## src/rtl/fir_tap_loader_pkg.sv

```systemverilog
// -----------------------------------------------------------------------------
// fir_tap_loader_pkg
// Shared types and constants for the FIR tap loader:
//   state_e       controller states
//   FLUSH_CYCLES  cycles the FIR enable is held low to force a re-init
//   DRAIN_TIMEOUT last drain-counter value before the drain is abandoned
//   calc_tl()     log2 of the FIR tap count (stage count log2 + depth log2)
// -----------------------------------------------------------------------------
package fir_tap_loader_pkg;

    typedef enum logic [2:0] {
        IDLE,
        DRAIN,
        FLUSH,
        LOAD,
        RUN
    } state_e;

    localparam int FLUSH_CYCLES  = 2;
    localparam int DRAIN_TIMEOUT = 65535;

    function automatic int calc_tl(input int num_stages_log2, input int stage_depth_log2);
        return num_stages_log2 + stage_depth_log2;
    endfunction

endpackage

```

## src/rtl/fir_coef_ram.sv

```systemverilog
// -----------------------------------------------------------------------------
// fir_coef_ram
// Simple dual-port coefficient store, one write port and one read port,
// read data registered (1-cycle latency).
//   clk        clock
//   wr_en_i    write strobe
//   wr_addr_i  write address
//   wr_data_i  write data
//   rd_en_i    read strobe; rd_data_o updates on the following cycle
//   rd_addr_i  read address
//   rd_data_o  registered read data
// -----------------------------------------------------------------------------
module fir_coef_ram #(
    parameter int G_ADDR_WIDTH = 5,
    parameter int G_DATA_WIDTH = 16
) (
    input  logic                    clk,
    input  logic                    wr_en_i,
    input  logic [G_ADDR_WIDTH-1:0] wr_addr_i,
    input  logic [G_DATA_WIDTH-1:0] wr_data_i,
    input  logic                    rd_en_i,
    input  logic [G_ADDR_WIDTH-1:0] rd_addr_i,
    output logic [G_DATA_WIDTH-1:0] rd_data_o
);

    logic [G_DATA_WIDTH-1:0] mem_q [2**G_ADDR_WIDTH];
    logic [G_DATA_WIDTH-1:0] rd_data_q;

    // NOTE: the array has no reset so it maps onto block RAM and keeps its
    // contents across a controller reset.
    always_ff @(posedge clk) begin
        if (wr_en_i) begin
            mem_q[wr_addr_i] <= wr_data_i;
        end
        if (rd_en_i) begin
            rd_data_q <= mem_q[rd_addr_i];
        end
    end

    assign rd_data_o = rd_data_q;

endmodule

```

## src/rtl/fir_tap_loader.sv

```systemverilog
// -----------------------------------------------------------------------------
// fir_tap_loader
// Owns the configuration and sequencing of one configurable_fir. Holds
// 2^G_NUM_PROFILES_LOG2 coefficient profiles in a local RAM and, on load_req,
// drains the FIR, pulses its enable low to force re-init, and streams the
// selected profile's T taps into the FIR tap port. Upstream samples are gated
// through only while the FIR is programmed and running.
//   clk, reset                  clock, synchronous active-high reset
//   cfg_wr_*                    coefficient write port (profile, tap index, value)
//   load_profile, load_req      program request
//   load_busy, running          status; active_profile = last fully loaded profile
//   fir_enable                  FIR enable
//   fir_tap_dout/valid/ready    tap stream to the FIR
//   s_din/_valid/_ready         upstream sample stream
//   fir_din/_valid/_ready       sample stream to the FIR
//   fir_dout_valid/_ready       monitor of the FIR output handshake
// -----------------------------------------------------------------------------
module fir_tap_loader
    import fir_tap_loader_pkg::*;
#(
    parameter int G_NUM_STAGES_LOG2   = 2,
    parameter int G_STAGE_DEPTH_LOG2  = 2,
    parameter int G_TAP_WIDTH         = 16,
    parameter int G_DATA_WIDTH        = 16,
    parameter int G_NUM_PROFILES_LOG2 = 1,
    localparam int TL = calc_tl(G_NUM_STAGES_LOG2, G_STAGE_DEPTH_LOG2)
) (
    input  logic                           clk,
    input  logic                           reset,
    input  logic [G_NUM_PROFILES_LOG2-1:0] cfg_wr_profile,
    input  logic [TL-1:0]                  cfg_wr_addr,
    input  logic [G_TAP_WIDTH-1:0]         cfg_wr_value,
    input  logic                           cfg_wr_valid,
    output logic                           cfg_wr_ready,
    input  logic [G_NUM_PROFILES_LOG2-1:0] load_profile,
    input  logic                           load_req,
    output logic                           load_busy,
    output logic [G_NUM_PROFILES_LOG2-1:0] active_profile,
    output logic                           running,
    output logic                           fir_enable,
    output logic [G_TAP_WIDTH-1:0]         fir_tap_dout,
    output logic                           fir_tap_valid,
    input  logic                           fir_tap_ready,
    input  logic [G_DATA_WIDTH-1:0]        s_din,
    input  logic                           s_din_valid,
    output logic                           s_din_ready,
    output logic [G_DATA_WIDTH-1:0]        fir_din,
    output logic                           fir_din_valid,
    input  logic                           fir_din_ready,
    input  logic                           fir_dout_valid,
    input  logic                           fir_dout_ready
);

    localparam int T = 1 << TL;
    localparam int PW = G_NUM_PROFILES_LOG2;

    typedef logic [TL:0] cnt_t;
    localparam cnt_t T_CNT  = T[TL:0];
    localparam cnt_t T_LAST = T_CNT - cnt_t'(1);

    state_e                  state_q, state_d;
    logic [PW-1:0]           target_q, target_d;
    logic [PW-1:0]           active_q, active_d;
    logic [1:0]              flush_cnt_q, flush_cnt_d;
    logic [15:0]             drain_cnt_q, drain_cnt_d;
    logic [1:0]              inflight_q, inflight_d;
    cnt_t                    rd_idx_q, rd_idx_d;
    cnt_t                    hs_cnt_q, hs_cnt_d;
    logic                    rd_pend_q, rd_pend_d;
    logic [1:0]              buf_cnt_q, buf_cnt_d;
    logic [G_TAP_WIDTH-1:0]  buf0_q, buf0_d;
    logic [G_TAP_WIDTH-1:0]  buf1_q, buf1_d;

    logic [G_TAP_WIDTH-1:0]  ram_rd_data;
    logic                    tap_rd_en;
    logic                    tap_pop;
    logic [2:0]              occupancy;
    logic                    din_hs;
    logic                    dout_hs;

    // Status and gating, all decoded from the registered state.
    assign load_busy      = (state_q == DRAIN) || (state_q == FLUSH) || (state_q == LOAD);
    assign running        = (state_q == RUN);
    assign fir_enable     = (state_q == RUN) || (state_q == DRAIN) || (state_q == LOAD);
    assign active_profile = active_q;
    assign cfg_wr_ready   = !(load_busy && (cfg_wr_profile == target_q));

    assign fir_din       = s_din;
    assign fir_din_valid = s_din_valid & running;
    assign s_din_ready   = fir_din_ready & running;
    assign din_hs        = fir_din_valid & fir_din_ready;
    assign dout_hs       = fir_dout_valid & fir_dout_ready;

    // The skid buffer head is the tap presented to the FIR.
    assign fir_tap_valid = (state_q == LOAD) && (buf_cnt_q != 2'd0);
    assign fir_tap_dout  = buf0_q;
    assign tap_pop       = fir_tap_valid & fir_tap_ready;

    // A read is issued only if its data is guaranteed a slot next cycle:
    // buffered entries plus the read already in flight, minus this cycle's pop.
    assign occupancy = {1'b0, buf_cnt_q} + {2'b00, rd_pend_q};
    assign tap_rd_en = (state_q == LOAD) && (rd_idx_q != T_CNT)
                       && ((occupancy - {2'b00, tap_pop}) < 3'd2);

    fir_coef_ram #(
        .G_ADDR_WIDTH (PW + TL),
        .G_DATA_WIDTH (G_TAP_WIDTH)
    ) u_coef_ram (
        .clk       (clk),
        .wr_en_i   (cfg_wr_valid & cfg_wr_ready),
        .wr_addr_i ({cfg_wr_profile, cfg_wr_addr}),
        .wr_data_i (cfg_wr_value),
        .rd_en_i   (tap_rd_en),
        .rd_addr_i ({target_q, rd_idx_q[TL-1:0]}),
        .rd_data_o (ram_rd_data)
    );

    // Samples accepted by the FIR but not yet emitted; cleared whenever the
    // FIR is disabled because the disable discards its pipeline.
    always_comb begin
        inflight_d = inflight_q;
        if (!fir_enable) begin
            inflight_d = '0;
        end else if (din_hs && !dout_hs) begin
            inflight_d = inflight_q + 2'd1;
        end else if (!din_hs && dout_hs && (inflight_q != 2'd0)) begin
            inflight_d = inflight_q - 2'd1;
        end
    end

    always_comb begin
        // NOTE: every next-state signal takes its hold value first, so no
        // branch can leave one unassigned and infer a latch.
        state_d     = state_q;
        target_d    = target_q;
        active_d    = active_q;
        flush_cnt_d = flush_cnt_q;
        drain_cnt_d = drain_cnt_q;
        rd_idx_d    = rd_idx_q;
        hs_cnt_d    = hs_cnt_q;
        rd_pend_d   = 1'b0;
        buf_cnt_d   = buf_cnt_q;
        buf0_d      = buf0_q;
        buf1_d      = buf1_q;

        case (state_q)
            IDLE: begin
                // FIR is already disabled, so go straight to the flush.
                if (load_req) begin
                    target_d    = load_profile;
                    flush_cnt_d = '0;
                    state_d     = FLUSH;
                end
            end
            RUN: begin
                if (load_req) begin
                    target_d    = load_profile;
                    drain_cnt_d = '0;
                    state_d     = DRAIN;
                end
            end
            DRAIN: begin
                drain_cnt_d = drain_cnt_q + 16'd1;
                if ((inflight_q == 2'd0) || (drain_cnt_q == 16'(DRAIN_TIMEOUT))) begin
                    flush_cnt_d = '0;
                    state_d     = FLUSH;
                end
            end
            FLUSH: begin
                flush_cnt_d = flush_cnt_q + 2'd1;
                rd_idx_d    = '0;
                hs_cnt_d    = '0;
                buf_cnt_d   = '0;
                if (flush_cnt_q == 2'(FLUSH_CYCLES - 1)) begin
                    state_d = LOAD;
                end
            end
            LOAD: begin
                rd_pend_d = tap_rd_en;
                if (tap_rd_en) begin
                    rd_idx_d = rd_idx_q + cnt_t'(1);
                end
                // Two-entry skid buffer: buf0 is the head, buf1 the overflow.
                case ({rd_pend_q, tap_pop})
                    2'b10: begin
                        if (buf_cnt_q == 2'd0) buf0_d = ram_rd_data;
                        else                   buf1_d = ram_rd_data;
                        buf_cnt_d = buf_cnt_q + 2'd1;
                    end
                    2'b01: begin
                        buf0_d    = buf1_q;
                        buf_cnt_d = buf_cnt_q - 2'd1;
                    end
                    2'b11: begin
                        if (buf_cnt_q == 2'd1) begin
                            buf0_d = ram_rd_data;
                        end else begin
                            buf0_d = buf1_q;
                            buf1_d = ram_rd_data;
                        end
                    end
                    default: ;
                endcase
                // Programmed only after exactly T accepted taps.
                if (tap_pop) begin
                    hs_cnt_d = hs_cnt_q + cnt_t'(1);
                    if (hs_cnt_q == T_LAST) begin
                        active_d = target_q;
                        state_d  = RUN;
                    end
                end
            end
            default: state_d = IDLE;
        endcase
    end

    // NOTE: sequential state uses non-blocking assignments so every register
    // samples the pre-edge values regardless of statement order.
    always_ff @(posedge clk) begin
        if (reset) begin
            state_q     <= IDLE;
            target_q    <= '0;
            active_q    <= '0;
            flush_cnt_q <= '0;
            drain_cnt_q <= '0;
            inflight_q  <= '0;
            rd_idx_q    <= '0;
            hs_cnt_q    <= '0;
            rd_pend_q   <= 1'b0;
            buf_cnt_q   <= '0;
            buf0_q      <= '0;
            buf1_q      <= '0;
        end else begin
            state_q     <= state_d;
            target_q    <= target_d;
            active_q    <= active_d;
            flush_cnt_q <= flush_cnt_d;
            drain_cnt_q <= drain_cnt_d;
            inflight_q  <= inflight_d;
            rd_idx_q    <= rd_idx_d;
            hs_cnt_q    <= hs_cnt_d;
            rd_pend_q   <= rd_pend_d;
            buf_cnt_q   <= buf_cnt_d;
            buf0_q      <= buf0_d;
            buf1_q      <= buf1_d;
        end
    end

endmodule
```

## config.mk

```make
export PLATFORM = sky130hd
export DESIGN_NAME = fir_tap_loader
export DESIGN_NICKNAME = d
export VERILOG_FILES = /design/src/rtl/fir_tap_loader_pkg.sv /design/src/rtl/fir_coef_ram.sv /design/src/rtl/fir_tap_loader.sv
export SDC_FILE = /design/constraint.sdc
export NUM_CORES = 1
export LEC_CHECK = 0
export CAP_MARGIN = 30
export CORE_ASPECT_RATIO = 1.25
export CORE_MARGIN = 5
export CORE_UTILIZATION = 40
export CTS_CLUSTER_SIZE = 30
export DETAILED_ROUTE_END_ITERATION = 16
export GPL_TIMING_DRIVEN = 0
export SYNTH_ARGS = -nofsm -noshare
export SYNTH_HDL_FRONTEND = slang
export SYNTH_SLANG_ARGS = --single-unit
```

## constraint.sdc

```tcl
create_clock -name clk -period 9.3 [get_ports clk]
set_input_delay 1.86 -clock clk [delete_from_list [all_inputs] [get_ports clk]]
set_output_delay 1.86 -clock clk [all_outputs]
set_load 0.05 [all_outputs]
```

==> results of run 1 <==
sequential cells by signal, summed over array words and instances, names as in the netlist:
register and flops:
rd_idx_q 5, state_q 3, hs_cnt_q 5, drain_cnt_q 16
fir_tap_dout 16, u_coef_ram.mem_q 512, inflight_q 2, u_coef_ram.rd_data_o 16
rd_pend_q 1, buf_cnt_q 2, target_q 1, buf1_q 16
active_profile 1, flush_cnt_q 2
cell type report:
| cell class | instances | area (um^2) | share of cell area [%] |
|---|---|---|---|
| Antenna cell | 2 | 5.00 | 0.0179 |
| Sequential cell | 598 | 17300 | 61.6 |
| Inverter | 12 | 45.0 | 0.161 |
| Clock inverter | 34 | 333 | 1.19 |
| Clock buffer | 73 | 1510 | 5.38 |
| Tap cell | 757 | 947 | 3.38 |
| Timing Repair Buffer | 118 | 1510 | 5.39 |
| Buffer | 92 | 529 | 1.89 |
| Multi-Input combinational cell | 617 | 5870 | 21.0 |
metal layers:
layer  wire length [um]  up-vias
li1                   -     5694
met4               1720        2
met2              28900      386
met5                 13        -
met3               3190       79
met1              22600     6580
layout by cell type, fill, tap and decap left out, drive strengths merged, types with 22 or more instances in the layout:
cell type      count
buf              104
clkbuf           109
a22oi             24
o21ai             25
nand2             39
clkinv            24
dfxtp             70
clkdlybuf4s50     70
nor2              68
a21oi             72
mux4              96
edfxtp           528
mux2i             98
nand3             22
logic make-up after synthesis:
family	after synthesis
buffers and inverters	104
and+or+nand+nor	192
muxes	197
xor gates and xnor gates	5
adders and majority gates	10
AOI/OAI and AO/OA	213
DFF	598
through the flow:
stage	std cells	total power (W)	area, um^2
2_1_floorplan	1319	0.00346	23600
3_3_place_gp	2146	0.00368	25300
3_5_place_dp	2193	0.00372	26100
4_1_cts	2300	0.00599	28000
5_1_grt	2301	0.00615	28000
6_report	2303	0.00594	28000
where the power goes:
part | switching (W) | internal, W | total, W | leakage (nW)
clock network | 0.000996 | 0.00129 | 0.00229 | 0.889
logic | 0.000397 | 0.000265 | 0.000662 | 2.73
registers | 0.0000200 | 0.00297 | 0.00299 | 5.32
total | 0.00141 | 0.00453 | 0.00594 | 8.93
path summary, 6_finish.rpt:
check | depth (start not counted) | slack (ns) | end
worst min register to register | 1 | 0.46 | flush_cnt_q[0]$_SDFFE_PP0P_
worst max register to register | 12 | 5.75 | u_coef_ram.rd_data_o[14]$_DFFE_PP_
worst min-delay path | 1 | 0.46 | flush_cnt_q[0]$_SDFFE_PP0P_
worst max-delay path | 4 | 4.09 | cfg_wr_ready
==> results_tabular.tex, run 1 <==
\begin{tabular}{lr}
\hline
Metric & Value \\
\hline
\multicolumn{2}{l}{\textbf{Layout}} \\
\quad Fill count & 4,847 \\
\quad Area Overhead vs Synth & 18.6\% \\
\quad End-of-flow core utilization & 47.9\% \\
\quad Post-layout net count & 1,554 \\
\quad Layout cells sized above 1 & 20.8\% \\
\multicolumn{2}{l}{\textbf{Die}} \\
\quad Number of top-level design ports & 87 \\
\quad Total Die Area & 64,000 um\^{}2 \\
\quad Core ar. & 58,500 um\^{}2 \\
\quad Initial Utilization & 40.4\% \\
\quad Die H & 282 um \\
\quad Die outline width & 227 um \\
\quad Cell row count & 99 \\
\multicolumn{2}{l}{\textbf{Placed design}} \\
\quad Placement Setup Slack & 4.09 ns \\
\quad Hpwl dp & 39.7 mm \\
\quad Gpl congestion & 0.849 \\
\quad \# port buffers & 70 \\
\multicolumn{2}{l}{\textbf{Setup path}} \\
\quad Worst EP arrival & 3.35 ns \\
\quad Startpoint class of the critical path & primary input \\
\quad Type of destination of the critical path & output pin \\
\quad Launch point of the worst reg-to-reg path & buf\_cnt\_q[1]\$\_SDFFE\_PP0P\_ \\
\quad Category of the critical setup timing path & primary input to output pin \\
\quad Worst path bufs/invs & 2 \\
\quad Largest stage delay on the critical path & 0.79 ns \\
\quad Crit path max-delay cell type & sky130\_fd\_sc\_hd\_\_clkdlybuf4s50\_1 \\
\quad Worst path most repeated cell & sky130\_fd\_sc\_hd\_\_clkdlybuf4s50\_1 \\
\quad Ordered list of cells on the worst path & clkdlybuf4s50\_1 > xnor2\_1 > nand2\_1 > clkdlybuf4s50\_1 \\
\quad Cell family with most CP delay & buffers and inverters \\
\quad Data required time of the worst path & 7.44 ns \\
\quad Largest driver fanout on the critical path & 3 \\
\quad Worst setup startpoint & cfg\_wr\_profile \\
\multicolumn{2}{l}{\textbf{Power}} \\
\quad Leakage & 8.93 nW \\
\quad Worst IR Drop VDD & 137 uV \\
\quad Power density cells & 212 nW/um\^{}2 \\
\multicolumn{2}{l}{\textbf{Yosys}} \\
\quad Top cell type's share of synthesized area & 67.1\% \\
\quad Mux contribution to synthesized area & 13.5\% \\
\quad Share of synthesized cell area in and, or, nand and nor gates & 4.10\% \\
\quad Number of different library cells in the post-synthesis netlist & 70 \\
\quad Largest cells by area after synthesis & sky130\_fd\_sc\_hd\_\_edfxtp\_1 (67\%), sky130\_fd\_sc\_hd\_\_mux4\_2 (9.0\%), sky130\_fd\_sc\_hd\_\_dfxtp\_1 (5.9\%) \\
\quad Syn avg cell area & 17.9 um\^{}2 \\
\quad Post-Synth Adder-Cell Area & 0.562\% \\
\quad Number of synthesized register bits & 598 \\
\quad Most frequent cell after synthesis & sky130\_fd\_sc\_hd\_\_edfxtp\_1 \\
\quad Fraction of synthesized cell area in xor and xnor cells & 0.185\% \\
\quad Most common library cells after synthesis & sky130\_fd\_sc\_hd\_\_edfxtp\_1 (528), sky130\_fd\_sc\_hd\_\_mux2i\_1 (98), sky130\_fd\_sc\_hd\_\_mux4\_2 (94), sky130\_fd\_sc\_hd\_\_a21oi\_1 (71), sky130\_fd\_sc\_hd\_\_dfxtp\_1 (70) \\
\quad Portion of the post-synthesis area used by sequential elements & 73.1\% \\
\quad Cells after Synth & 1,319 \\
\quad Synthesized netlist net count & 1,376 \\
\quad Share of synthesized registers carrying an async set or reset & 0\% \\
\quad Post-synth EDFFs & 528 \\
\quad Dominant cell type by area after synthesis & sky130\_fd\_sc\_hd\_\_edfxtp\_1 \\
\quad Netlist area before placement & 23,600 um\^{}2 \\
\quad Dominant synthesized flop cell & sky130\_fd\_sc\_hd\_\_edfxtp\_1 \\
\quad Fraction of the mapped netlist area in compound gates & 6.18\% \\
\quad Yosys warning total & 0 \\
\quad Dominant combinational cell family by area after synthesis & multiplexers \\
\multicolumn{2}{l}{\textbf{Global routing}} \\
\quad Number of global-route vias before repair & 12,800 \\
\quad Number of antenna violations at the first check in global routing & 2 \\
\quad Met1 demand-to-capacity share in global routing & 23.0\% \\
\quad GR met2 Demand/Resource & 30.4\% \\
\quad Met3 demand-to-capacity share in global routing & 2.76\% \\
\quad Peak-usage layer in the global routing report & met2 \\
\quad GR Overflow Total & 0 \\
\quad Wire length of the first global-routing pass & 83.4 mm \\
\quad Total global-route track usage & 17.6\% \\
\quad Pin count of the biggest net entering global routing & 33 \\
\multicolumn{2}{l}{\textbf{Clock network}} \\
\quad Clock net sink count & 598 \\
\quad Clock Latency Late Sink & 0.63 ns \\
\quad Clock input transition at the sequential cells of the worst setup and hold paths & 0.06 ns \\
\quad PostCTS Resize Cnt & 0 \\
\quad Maximum buffer depth of the clock tree & 3 \\
\quad Hold buffers post-CTS & 0 \\
\quad CTS tree & built \\
\quad Root cell of the clock tree & sky130\_fd\_sc\_hd\_\_clkbuf\_16 \\
\quad TritonCTS Buffers & 58 \\
\quad Max H-tree Level & 2 \\
\quad Number of setup buffers added after CTS & 0 \\
\multicolumn{2}{l}{\textbf{Timing}} \\
\quad Max-slew headroom & 33.6\% \\
\quad Final critical-path share of the clock period & 56.0\% \\
\quad Setup Viol. Count Final & 0 \\
\quad Count of final hold-check violations & 0 \\
\quad Unrepaired setup endpoints after global routing & no \\
\quad Final Critical Period & 5.21 ns \\
\quad Slew @ Worst Pin & 0.994 ns \\
\quad Final worst-path setup slack & 4.09 ns \\
\quad Final slew viol count & 0 \\
\quad Final hold slack & 0.464 ns \\
\quad Total negative slack for setup checks & 0 ns \\
\quad Fmax & 0.192 GHz \\
\quad Setup clock skew after layout & 0.0268 ns \\
\multicolumn{2}{l}{\textbf{Routing}} \\
\quad Remaining number of nets flagged by the antenna check after routing & 0 \\
\quad Detailed-route via count & 12,700 \\
\quad Detailed-routing iteration count for the pre-antenna-repair pass & 5 \\
\quad 1st-iter DRT viols & 926 \\
\quad Drc violations & 0 \\
\quad Via count normalized by instance count & 5.53 \\
\quad Routed Wire Length & 56.4 mm \\
\quad Average detailed-routed wire length per instance & 24.5 um \\
\multicolumn{2}{l}{\textbf{Job}} \\
\quad Number of max-cap violations & 0 \\
\multicolumn{2}{l}{\textbf{Status}} \\
\quad Run status & complete, no violations \\
\multicolumn{2}{l}{\textbf{Min path}} \\
\quad Class of the tightest hold or removal check & register to register \\
\quad Hold path startpoint & flush\_cnt\_q[0]\$\_SDFFE\_PP0P\_ \\
\hline
\end{tabular}
Power figures use the tool's default switching activity.
==> run 2, diff against run 1 <==
==> constraint.sdc (replaced) <==
create_clock -name clk -period 4.8 [get_ports clk]
set_input_delay 0.96 -clock clk [delete_from_list [all_inputs] [get_ports clk]]
set_output_delay 0.96 -clock clk [all_outputs]
set_load 0.05 [all_outputs]
==> results of run 2 <==
The final DEF is identical to that of run 1. Status: complete, no violations.
Among the figures that moved: setup slack after placement 4.09 ns -> 0.531 ns; setup slack after layout 4.09 ns -> 0.656 ns; start point of the critical path cfg_wr_profile -> target_q$_SDFFE_PP0P_; register-to-register setup slack 5.75 ns -> 1.25 ns; total power 0.00594 W -> 0.0115 W; worst IR drop on VDD 137 uV -> 266 uV
